`src/rtl/digit_scanner_pkg.sv`:
```
// Shared display-bank definitions: digit width, nibble type and index-width helper.
package disp_pkg;

    localparam int unsigned DIGIT_W = 4;

    typedef logic [DIGIT_W-1:0] nibble_t;

    // Width of a digit index for n digits; never narrower than one bit.
    function automatic int unsigned idx_width(input int unsigned n);
        return (n <= 1) ? 1 : $clog2(n);
    endfunction

endpackage

```
`src/rtl/digit_scanner_scan_timer.sv`:
```
// scan_timer: slot prescaler and digit index for the display scan.
//   clk, reset : system clock, synchronous active-high reset
//   idx        : currently selected digit, 0..NDIGITS-1
//   tick       : last cycle of the current slot
//   wrap       : last cycle of the last slot of the frame
module scan_timer
    import disp_pkg::*;
#(
    parameter  int unsigned NDIGITS = 8,
    parameter  int unsigned DIV     = 100000,
    localparam int unsigned IDX_W   = idx_width(NDIGITS)
) (
    input  logic             clk,
    input  logic             reset,
    output logic [IDX_W-1:0] idx,
    output logic             tick,
    output logic             wrap
);

    localparam int unsigned CNT_W = $clog2(DIV);

    logic [CNT_W-1:0] cnt;
    logic [CNT_W-1:0] cnt_nxt;
    logic [IDX_W-1:0] idx_nxt;
    logic             last_digit;

    // Next-state logic for prescaler and digit index.
    always_comb begin
        cnt_nxt    = cnt + CNT_W'(1);
        idx_nxt    = idx;
        tick       = (cnt == CNT_W'(DIV - 1));
        last_digit = (idx == IDX_W'(NDIGITS - 1));
        wrap       = tick && last_digit;
        if (tick) begin
            cnt_nxt = '0;
            idx_nxt = last_digit ? '0 : idx + IDX_W'(1);
        end
    end

    // State register.
    always_ff @(posedge clk) begin
        if (reset) begin
            cnt <= '0;
            idx <= '0;
        end else begin
            cnt <= cnt_nxt;
            idx <= idx_nxt;
        end
    end

endmodule

```
`src/rtl/digit_scanner.sv`:
```
// digit_scanner: time-multiplexed common-anode 7-segment scan driver.
// A word accepted on valid_i/ready_o waits in a pending register and is
// moved to the displayed word only at a frame boundary, so a frame never
// mixes two words.
//   clk, reset  : system clock, synchronous active-high reset
//   data_i      : NDIGITS packed 4-bit codes, digit 0 in the low nibble
//   valid_i     : data_i valid
//   ready_o     : pending register empty
//   blank_en_i  : leading-zero blanking enable (combinational)
//   an_o        : active-low anode select, at most one bit low
//   nibble_o    : code of the selected digit (0 when blanked)
//   blank_o     : selected digit is blanked
//   idx_o       : index of the selected digit
//   frame_o     : pulse in the first cycle of slot 0
module digit_scanner
    import disp_pkg::*;
#(
    parameter  int unsigned NDIGITS = 8,
    parameter  int unsigned DIV     = 100000,
    localparam int unsigned IDX_W   = idx_width(NDIGITS)
) (
    input  logic                         clk,
    input  logic                         reset,
    input  logic [DIGIT_W*NDIGITS-1:0]   data_i,
    input  logic                         valid_i,
    output logic                         ready_o,
    input  logic                         blank_en_i,
    output logic [NDIGITS-1:0]           an_o,
    output nibble_t                      nibble_o,
    output logic                         blank_o,
    output logic [IDX_W-1:0]             idx_o,
    output logic                         frame_o
);

    localparam int unsigned WORD_W = DIGIT_W * NDIGITS;

    logic [IDX_W-1:0]  idx;
    logic              tick;
    logic              wrap;

    logic [WORD_W-1:0] disp;
    logic [WORD_W-1:0] disp_nxt;
    logic [WORD_W-1:0] pend;
    logic [WORD_W-1:0] pend_nxt;
    logic              pend_full;
    logic              pend_full_nxt;
    logic              accept;

    logic [NDIGITS-1:0] zero_from;
    nibble_t            cur_digit;
    logic               cur_zero_from;
    logic               blanked;
    logic               zero_acc;

    scan_timer #(
        .NDIGITS (NDIGITS),
        .DIV     (DIV)
    ) u_timer (
        .clk   (clk),
        .reset (reset),
        .idx   (idx),
        .tick  (tick),
        .wrap  (wrap)
    );

    // A frame can only end at the end of a slot.
    always_comb begin
        if (!reset) begin
            assert (!wrap || tick);
        end
    end

    // Handshake and frame-boundary word transfer. An accept in the wrap
    // cycle lands in pend only; it is shown one frame later.
    always_comb begin
        disp_nxt      = disp;
        pend_nxt      = pend;
        pend_full_nxt = pend_full;
        accept        = valid_i && !pend_full;
        if (wrap && pend_full) begin
            disp_nxt      = pend;
            pend_full_nxt = 1'b0;
        end
        if (accept) begin
            pend_nxt      = data_i;
            pend_full_nxt = 1'b1;
        end
    end

    // Word registers and frame pulse.
    always_ff @(posedge clk) begin
        if (reset) begin
            disp      <= '0;
            pend      <= '0;
            pend_full <= 1'b0;
            frame_o   <= 1'b0;
        end else begin
            disp      <= disp_nxt;
            pend      <= pend_nxt;
            pend_full <= pend_full_nxt;
            frame_o   <= wrap;
        end
    end

    // zero_from[i]: digits i..NDIGITS-1 of the displayed word are all zero.
    always_comb begin
        zero_from = '0;
        zero_acc  = 1'b1;
        for (int i = NDIGITS - 1; i >= 0; i--) begin
            zero_acc     = zero_acc && (disp[DIGIT_W*i +: DIGIT_W] == '0);
            zero_from[i] = zero_acc;
        end
    end

    // Select the current digit; digit 0 is never blanked.
    always_comb begin
        cur_digit     = '0;
        cur_zero_from = 1'b0;
        for (int i = 0; i < NDIGITS; i++) begin
            if (idx == IDX_W'(i)) begin
                cur_digit     = disp[DIGIT_W*i +: DIGIT_W];
                cur_zero_from = zero_from[i];
            end
        end
        blanked  = blank_en_i && (idx != '0) && cur_zero_from;
        nibble_o = blanked ? nibble_t'(0) : cur_digit;
        blank_o  = blanked;
        an_o     = blanked ? '1 : ~(NDIGITS'(1) << idx);
        idx_o    = idx;
        ready_o  = !pend_full;
    end

endmodule

```
`config.mk`:
```
export PLATFORM = sky130hd
export DESIGN_NAME = digit_scanner
export DESIGN_NICKNAME = d
export VERILOG_FILES = /design/src/rtl/digit_scanner_pkg.sv /design/src/rtl/digit_scanner_scan_timer.sv /design/src/rtl/digit_scanner.sv
export SDC_FILE = /design/constraint.sdc
export NUM_CORES = 1
export LEC_CHECK = 0
export BUFFER_PORTS_ARGS = -buffer_cell sky130_fd_sc_hd__buf_4
export CAP_MARGIN = 0
export CORE_UTILIZATION = 50
export CTS_BUF_LIST = sky130_fd_sc_hd__clkbuf_16
export CTS_CLUSTER_DIAMETER = 150
export DETAILED_ROUTE_END_ITERATION = 8
export GPL_ROUTABILITY_DRIVEN = 0
export GPL_TIMING_DRIVEN = 0
export PLACE_DENSITY = 0.68
export SLEW_MARGIN = 20
export SYNTH_ARGS = -nofsm -noshare
export SYNTH_HDL_FRONTEND = slang
export SYNTH_SLANG_ARGS = --single-unit
```
`constraint.sdc`:
```
create_clock -name clk -period 3.7 [get_ports clk]
set_input_delay 0.74 -clock clk [delete_from_list [all_inputs] [get_ports clk]]
set_output_delay 0.74 -clock clk [all_outputs]
set_load 0.02 [all_outputs]
```
* Yosys cells after proc, flatten, opt, wreduce, memory -nomap -nowiden *
Cells that the tools add are included.

cells by class
  shifts and indexed selects = 1
  $add $sub $neg = 2
  equality and inequality tests = 8
  reductions and logical operators = 25
  bitwise logic cells = 1
  muxes and demuxes = 21

operators by type and width
  cell                     count
  $mux W4                  9
  $logic_not A4 Y1         8
  $add A17 B1 Y17 const B  1
  $eq A17 B17 Y1 const B   1
  $eq A3 B3 Y1 const B     4
  $logic_and A1 B1 Y1      12
  $mux W1                  10
  $mux W8                  1
  $not A8 Y8               1
  $shl A1 B3 Y8 const A    1
  $eq A3 B2 Y1 const B     2
  $add A3 B1 Y3 const B    1
  $eq A3 B1 Y1 const B     1
  $logic_not A3 Y1         1
  $mux W3                  1
  $reduce_bool A3 Y1       1
  $reduce_bool A2 Y1       1
  $reduce_or A2 Y1         1
  $logic_not A1 Y1         1

word-level totals
  word-level logic and storage cells = 64
  register bits = 86

* Depth between registers and ports, before layout *
Gate-level depths: netlist of run 1.

  depth in word-level cells = 18
  depth in mapped cells = 8
  depth with buffers taken out = 6

* Cells and area by module *
From an unflattened synthesis of run 1, not the netlist that was laid out.

unflattened totals
  cell total of the unflattened synthesis = 465
  area total of the unflattened synthesis = 3,724.8 µm²

modules (own cells, without submodules)
  module         instances  cells each  area an instance (µm²)
  digit_scanner  1          362         2,780.2
  scan_timer     1          103         944.7

* Worst setup path after synthesis of run 1 *
OpenSTA, ideal clock, no wires.

  path kind = flip-flop to output port
  start = reg u_timer.idx[2]
  end = out nibble_o[3]
  slack = 813 ps
  stages on the path, launching flop included = 8
  arrival = 2,147 ps
  buffers on the path = 2
  cell sequence = dfxtp_1 > clkbuf_1 > inv_1 > ha_1 > clkbuf_1 > a2111oi_0 > o22ai_1 > a21oi_1

on the way
  cells in the longest elaborated chain, start to end = 11

RTL lines
  what                    RTL line                        RTL
  start, declared         digit_scanner_scan_timer.sv:15  output logic [IDX_W-1:0] idx,
  start signal, assigned  digit_scanner_scan_timer.sv:47  idx <= idx_nxt;
  $logic_not A3 Y1        digit_scanner.sv:120            if (idx == IDX_W'(i)) begin
  $mux W1 (8 in a row)    digit_scanner.sv:120
  $logic_and A1 B1 Y1     digit_scanner.sv:125            blanked = blank_en_i && (idx != '0) && cur_zero_from;
  $mux W4 *               digit_scanner.sv:126            nibble_o = blanked ? nibble_t'(0) : cur_digit;
  end, declared           digit_scanner.sv:29             output nibble_t nibble_o,

Every way passes the cells marked *; elsewhere a longest branch is shown, timed or not.

* Worst setup path in the final report of run 1 *
Same ends and word-level chain as after synthesis.

==> results of run 1 <==
worst paths after layout:
| check | startpoint | to | slack, ns | cells after the start |
|---|---|---|---|---|
| setup reg to reg | u_timer.idx[0] | disp[10] | 1.56 | 6 |
| setup / recovery | u_timer.idx[2] | nibble_o[3] | 0.14 | 8 |
| hold / removal | u_timer.cnt[0] | u_timer.cnt[0] | 0.44 | 1 |
| hold reg to reg | u_timer.cnt[0] | u_timer.cnt[0] | 0.44 | 1 |
area by class of cell:
type,count,area (µm²),area share [%]
inverter,10,37.5,0.741
tap,105,131,2.59
multi-input combinational,368,2290,45.1
clock inverter,6,111,2.20
clock buffer,9,225,4.44
timing repair buffer,52,390,7.70
sequential,86,1720,34.0
buffer,33,165,3.26
routing by layer:
layer  vias to the layer above  track usage, %
met5                         -               0
met4                         0            7.31
met3                         5            2.99
met2                        88            36.9
met1                      1710            33.1
li1                       1835               -
power by group:
| part | internal (mW) | switching (mW) | total (mW) | leakage [nW] |
|---|---|---|---|---|
| Sequential | 0.949 | 0.0127 | 0.962 | 0.698 |
| Combinational | 0.0571 | 0.0605 | 0.118 | 1.02 |
| Clock | 0.656 | 0.368 | 1.02 | 0.163 |
sequential cells by signal, indices dropped and copies added (netlist names):
name,flops
pend_full,1
pend,32
u_timer.idx,3
disp,32
frame_o,1
u_timer.cnt,17
worst max-delay path: cells and delay by family (launching register included):
family	cells	cell delay (ns)
adders and majority gates	1	0.25
buffers and inverters	4	0.98
DFF	1	0.45
AOI/OAI and AO/OA	3	0.80
logic make-up (layout without fill, tap and decap cells):
kind of cell | Yosys count | in the layout | synth area share [%]
simple gates | 225 | 225 | 29.1
mux | 33 | 33 | 7.88
fa+ha+maj | 7 | 7 | 2.08
flops | 86 | 86 | 40.9
xor+xnor | 9 | 9 | 1.87
compound gates | 94 | 94 | 13.3
buf+inv | 43 | 110 | 4.81
synth_stat cells (3+ instances only):
cell type	number	share of area [%]
or3_1	4	0.59
nand4_1	6	0.89
nor4_1	3	0.45
nor2_1	22	2.0
o221ai_1	3	0.62
nand2b_1	67	10
a21oi_1	54	6.4
nand3_1	5	0.59
ha_1	7	2.1
nor3_1	3	0.36
buf_8	3	1.1
nand2_1	85	7.6
clkbuf_1	24	2.1
o21ai_0	14	1.7
inv_1	9	0.80
a32oi_1	3	0.62
xor2_1	8	1.7
or4_1	6	1.1
buf_2	3	0.36
mux2i_1	32	7.6
dfxtp_1	86	41
per-stage QoR:
stage / cell area [µm²] / total power [mW] / utilization, % / setup WS (ns)
2_1_floorplan: 4210 / 1.05 / - / 0.813
3_3_place_gp: 4730 / 1.10 / 57.9 / 0.551
3_5_place_dp: 4730 / 1.10 / 57.9 / 0.563
4_1_cts: 5070 / 2.12 / 62.0 / 0.206
5_1_grt: 5070 / 2.18 / 62.0 / 0.00234
6_report: 5070 / 2.10 / 62.0 / 0.141
==> metrics, run 1 <==
CP Capture Type=primary output; Lkg Pwr=1.88 nW; smallest hold slack=0.440 ns; Die Width=93.8 µm; Avg Cell Area, Syn=8.47 µm²; CP peak stage delay=0.45 ns; final-stage net count=603; Async SR Flop Fraction=0%; hold crit path type=reg -> reg; PwrDens=415 nW/µm²; via count=3638; mapped cell area=4210 µm²; total grt overflow=0; CP Cell Sequence=clkbuf_1 > inv_1 > ha_1 > clkbuf_1 > a2111oi_0 > o22ai_1 > a21oi_1 > buf_4; # IOs=54; max-slew violation count=0; crit-path most repeated cell=clkbuf_1; Mapped Nets=540; Worst Clk Skew=0.00775 ns; largest net degree at the start of global routing=15; Final Critical Period=3.56 ns; Worst Path Arrival=2.82 ns; status=finished, final reports clean; H-tree levels=3; Placed Cells=654; Root Driver=clkbuf_16; Critical Path Start Type=flip-flop; detailed-route DRC error count=0; worst path required time=2.96 ns; number of flops mapped to enable cells by yosys=0; CP Class=reg -> out; overall die area=8790 µm²; post-CTS sizing=0; Final setup viols=0; met2 WL=4430 µm; Gate Count Post-Synth=497; Tightest Pin Transition=0.561 ns; HPWL after DPL=7070 µm; DR WL/cell=14.5 µm; CTS Sinks=86; Diodes inserted=0; sequential area share after synthesis=40.9%; share of layout cells above drive strength 1=15.2%; worst-skew pair later-pin latency=0.33 ns; final-report hold violation count=0; worst-case clock buffer depth=2; met3 WL=413 µm; Starting Density=51.5%; antenna viol nets, final=0; die height=93.8 µm; Synth cell types=55; period utilization=96.2%; vias in the first global route=3289; Site Rows=33; f_max=281 MHz; clock-pin slew on the worst setup and hold paths=0.06 ns; DR pass1 iterations=5; Peak VDD IR=0.251 mV; CTS buffer count=9; Tot GR Track Use=23.4%; first-pass GRT wire length=16200 µm; most frequent cells in the layout=dfxtp_1 (86), nand2_1 (85), nand2b_1 (67); Critical-path top delay cell=dfxtp_1; Hold-fix buffers, CTS=0; DRT Wirelength=9690 µm; CTS tree=done; Slew Limit Headroom=62.2%; wl on met1=4780 µm; commonest non-fill, non-tap cell in the layout=dfxtp_1; post-CTS setup buffers=0; max-cap viol count=0; RSZ-0062 raised after global routing=no; main flop type after synthesis=dfxtp_1; Port Buf Inserts=52; Fillers=760; YS warnings=0; vias per cell=5.44; initial antenna violation count=0; P&R area growth vs syn=20.4%; crit-path max FO=10; number of synthesized register bits=86; Iter 0 DRT Violations=153; setup TNS=0 ns; core area=8180 µm²; Top Layer Used=met4; filler-free cell count of the finished design=669
(Power assumes the default switching activity.)
==> run 2: changes to the inputs <==
--- a/config.mk
+++ b/config.mk
@@ -7,13 +7,13 @@
 export LEC_CHECK = 0
 export BUFFER_PORTS_ARGS = -buffer_cell sky130_fd_sc_hd__buf_4
 export CAP_MARGIN = 0
-export CORE_UTILIZATION = 50
+export CORE_UTILIZATION = 35
 export CTS_BUF_LIST = sky130_fd_sc_hd__clkbuf_16
 export CTS_CLUSTER_DIAMETER = 150
 export DETAILED_ROUTE_END_ITERATION = 8
 export GPL_ROUTABILITY_DRIVEN = 0
 export GPL_TIMING_DRIVEN = 0
-export PLACE_DENSITY = 0.68
+export PLACE_DENSITY = 0.51
 export SLEW_MARGIN = 20
 export SYNTH_ARGS = -nofsm -noshare
 export SYNTH_HDL_FRONTEND = slang
==> run 2 against run 1 <==
Compared with the run above:
- the flow now finishes with violations (design-rule violations)
- die area grew 42%
- cell area grew 0.35%
- global-route usage shrank 5.9 points
- first-iteration DRC count shrank 16%
- sequential power is essentially flat
- setup slack gained 0.016 ns
- combinational power is essentially flat
- sequential share of layout area shrank 0.12 points
- clock power shrank 7%
- worst hold slack gained 0.0019 ns
- via count shrank 1.9%
- routed wire length grew 4.6%
- critical endpoint unchanged
==> metrics, run 2 (synthesized netlist as in run 1, its figures left out) <==
status=finished with violations (was finished, final reports clean); failing checks=design-rule violations; total grt overflow=0 (unchanged); detailed-route DRC error count=4 (was 0); max-slew violation count=0 (unchanged); vias per cell=5.05 (was 5.44); hold crit path type=reg -> reg (unchanged); DR WL/cell=14.3 µm (was 14.5 µm); overall die area=12500 µm² (was 8790 µm²); Site Rows=39 (was 33); DP Worst Slack=0.432 ns (was 0.563 ns); GRT Max-Usage Layer=met2 (unchanged); CTS buffer count=9 (unchanged); Iter 0 DRT Violations=129 (was 153); Starting Density=36.4% (was 51.5%); DRT Wirelength=10100 µm (was 9690 µm); Slew Limit Headroom=57.8% (was 62.2%); CP Capture Type=primary output (unchanged); core area=11600 µm² (was 8180 µm²); Diodes inserted=0 (unchanged); DR pass1 iterations=6 (was 5); Root Driver=clkbuf_16 (unchanged); crit-path max FO=10 (unchanged); PwrDens=398 nW/µm² (was 415 nW/µm²); antenna viol nets, final=0 (unchanged); Lkg Pwr=1.88 nW (about the same); CP bufs+invs=4 (unchanged); CTS tree=done (unchanged); commonest non-fill, non-tap cell in the layout=dfxtp_1 (unchanged); most frequent cells in the layout=dfxtp_1 (86), nand2_1 (85), nand2b_1 (67) (unchanged); final core occ=44.0% (was 62.0%); share of layout cells above drive strength 1=15.2% (unchanged); Critical Path Start Type=flip-flop (unchanged); initial antenna violation count=0 (unchanged); Critical-path top delay cell=dfxtp_1 (unchanged); Regs by FF count=disp: 32 flops, pend: 32 flops, u_timer.cnt: 17 flops (unchanged); CP Cell Sequence=clkbuf_2 > inv_1 > ha_1 > clkbuf_1 > a2111oi_0 > o22ai_1 > a21oi_1 > buf_4 (was clkbuf_1 > inv_1 > ha_1 > clkbuf_1 > a2111oi_0 > o22ai_1 > a21oi_1 > buf_4); P&R area growth vs syn=20.8% (was 20.4%); H-tree levels=3 (unchanged); f_max=282 MHz (was 281 MHz); met2 Use GR=26.4% (was 36.9%); Port Buf Inserts=52 (unchanged); RSZ-0062 raised after global routing=no (unchanged); post-route setup slack=0.157 ns (was 0.141 ns); met3 GRT Util=4.14% (was 2.99%); final-report hold violation count=0 (unchanged); Tot GR Track Use=17.5% (was 23.4%); largest net degree at the start of global routing=14 (was 15); die height=112 µm (was 93.8 µm); family with the most delay on the worst path=compound AO/OA/AOI/OAI gates (was buffers and inverters); worst-case clock buffer depth=2 (unchanged); # IOs=54 (unchanged); worst path required time=2.96 ns (about the same); Worst Clk Skew=0.00594 ns (was 0.00775 ns); HPWL after DPL=7720 µm (was 7070 µm); Worst Path Arrival=2.80 ns (was 2.82 ns); CP Class=reg -> out (unchanged); first-pass GRT wire length=17200 µm (was 16200 µm); Tightest Pin Transition=0.627 ns (was 0.561 ns); total power=2.02 mW (was 2.10 mW); period utilization=95.8% (was 96.2%); CP peak stage delay=0.49 ns (was 0.45 ns); Die Width=112 µm (was 93.8 µm); worst-skew pair later-pin latency=0.34 ns (was 0.33 ns); Peak VDD IR=0.199 mV (was 0.251 mV); max-cap viol count=0 (unchanged); via count=3570 (was 3638); Final Critical Period=3.54 ns (was 3.56 ns); setup TNS=0 ns (unchanged); vias in the first global route=3526 (was 3289); clock-pin slew on the worst setup and hold paths=0.06 ns (about the same); Final setup viols=0 (unchanged); final-stage net count=603 (unchanged); met1 Use GR=23.9% (was 33.1%); Hold-fix buffers, CTS=0 (unchanged); CTS Sinks=86 (unchanged)
run 2: cell count changes in the layout (fill, tap and decap cells not counted):
cell,before,now
clkbuf_2,0,1
clkinv_2,0,1
clkinv_4,2,0
clkinv_1,2,1
clkinvlp_4,0,1
bufinv_16,3,2
clkbuf_1,24,23
inv_1,9,11
run 2: area by class of cell:
type                    count  area (µm²)
fillers                  1160        6480
multi-input cells         368        2290
flip-flops and latches     86        1720
repair buffers             52         390
clock buffers               9         225
well taps                 143         179
plain buffers              33         166
clock inverters             6        80.1
inverters                  10        37.5
run 2: path summary, 6_finish.rpt:
check	startpoint	endpoint	slack, ns	cells past startpoint
min reg2reg	u_timer.cnt[0]	u_timer.cnt[0]	0.44	1
max	u_timer.idx[2]	nibble_o[3]	0.16	8
max reg2reg	u_timer.idx[0]	disp[14]	1.54	6
min	u_timer.cnt[0]	u_timer.cnt[0]	0.44	1
run 2: through the flow:
stage | hold WS (ns) | instance area (µm²) | cells
global route | 0.472 | 5090 | 707
floorplan | 0.413 | 4210 | 497
finish | 0.442 | 5090 | 707
CTS | 0.444 | 5080 | 707
detailed placement | 0.436 | 4780 | 692
global placement | 0.424 | 4780 | 692
run 2: repair_timing:
action / 4_1_cts / 5_1_grt
buffers inserted: 0 / 0
gates resized for setup: 0 / 2
endpoints found under the setup margin: 0 / 4
run 2: where the power goes:
| group | leakage, nW | internal (mW) | total (mW) | switching (mW) |
|---|---|---|---|---|
| registers | 0.698 | 0.949 | 0.962 | 0.0124 |
| logic | 1.03 | 0.0570 | 0.117 | 0.0603 |
| clock network | 0.154 | 0.581 | 0.944 | 0.362 |
run 2: metal layers:
metal | vias to the layer above | wire [µm] | part of all wire (%)
li1 | 1828 | - | -
met1 | 1655 | 5010 | 49
met2 | 75 | 4430 | 44
met3 | 12 | 522 | 5.2
met4 | 0 | 166 | 1.6
met5 | - | 0 | 0
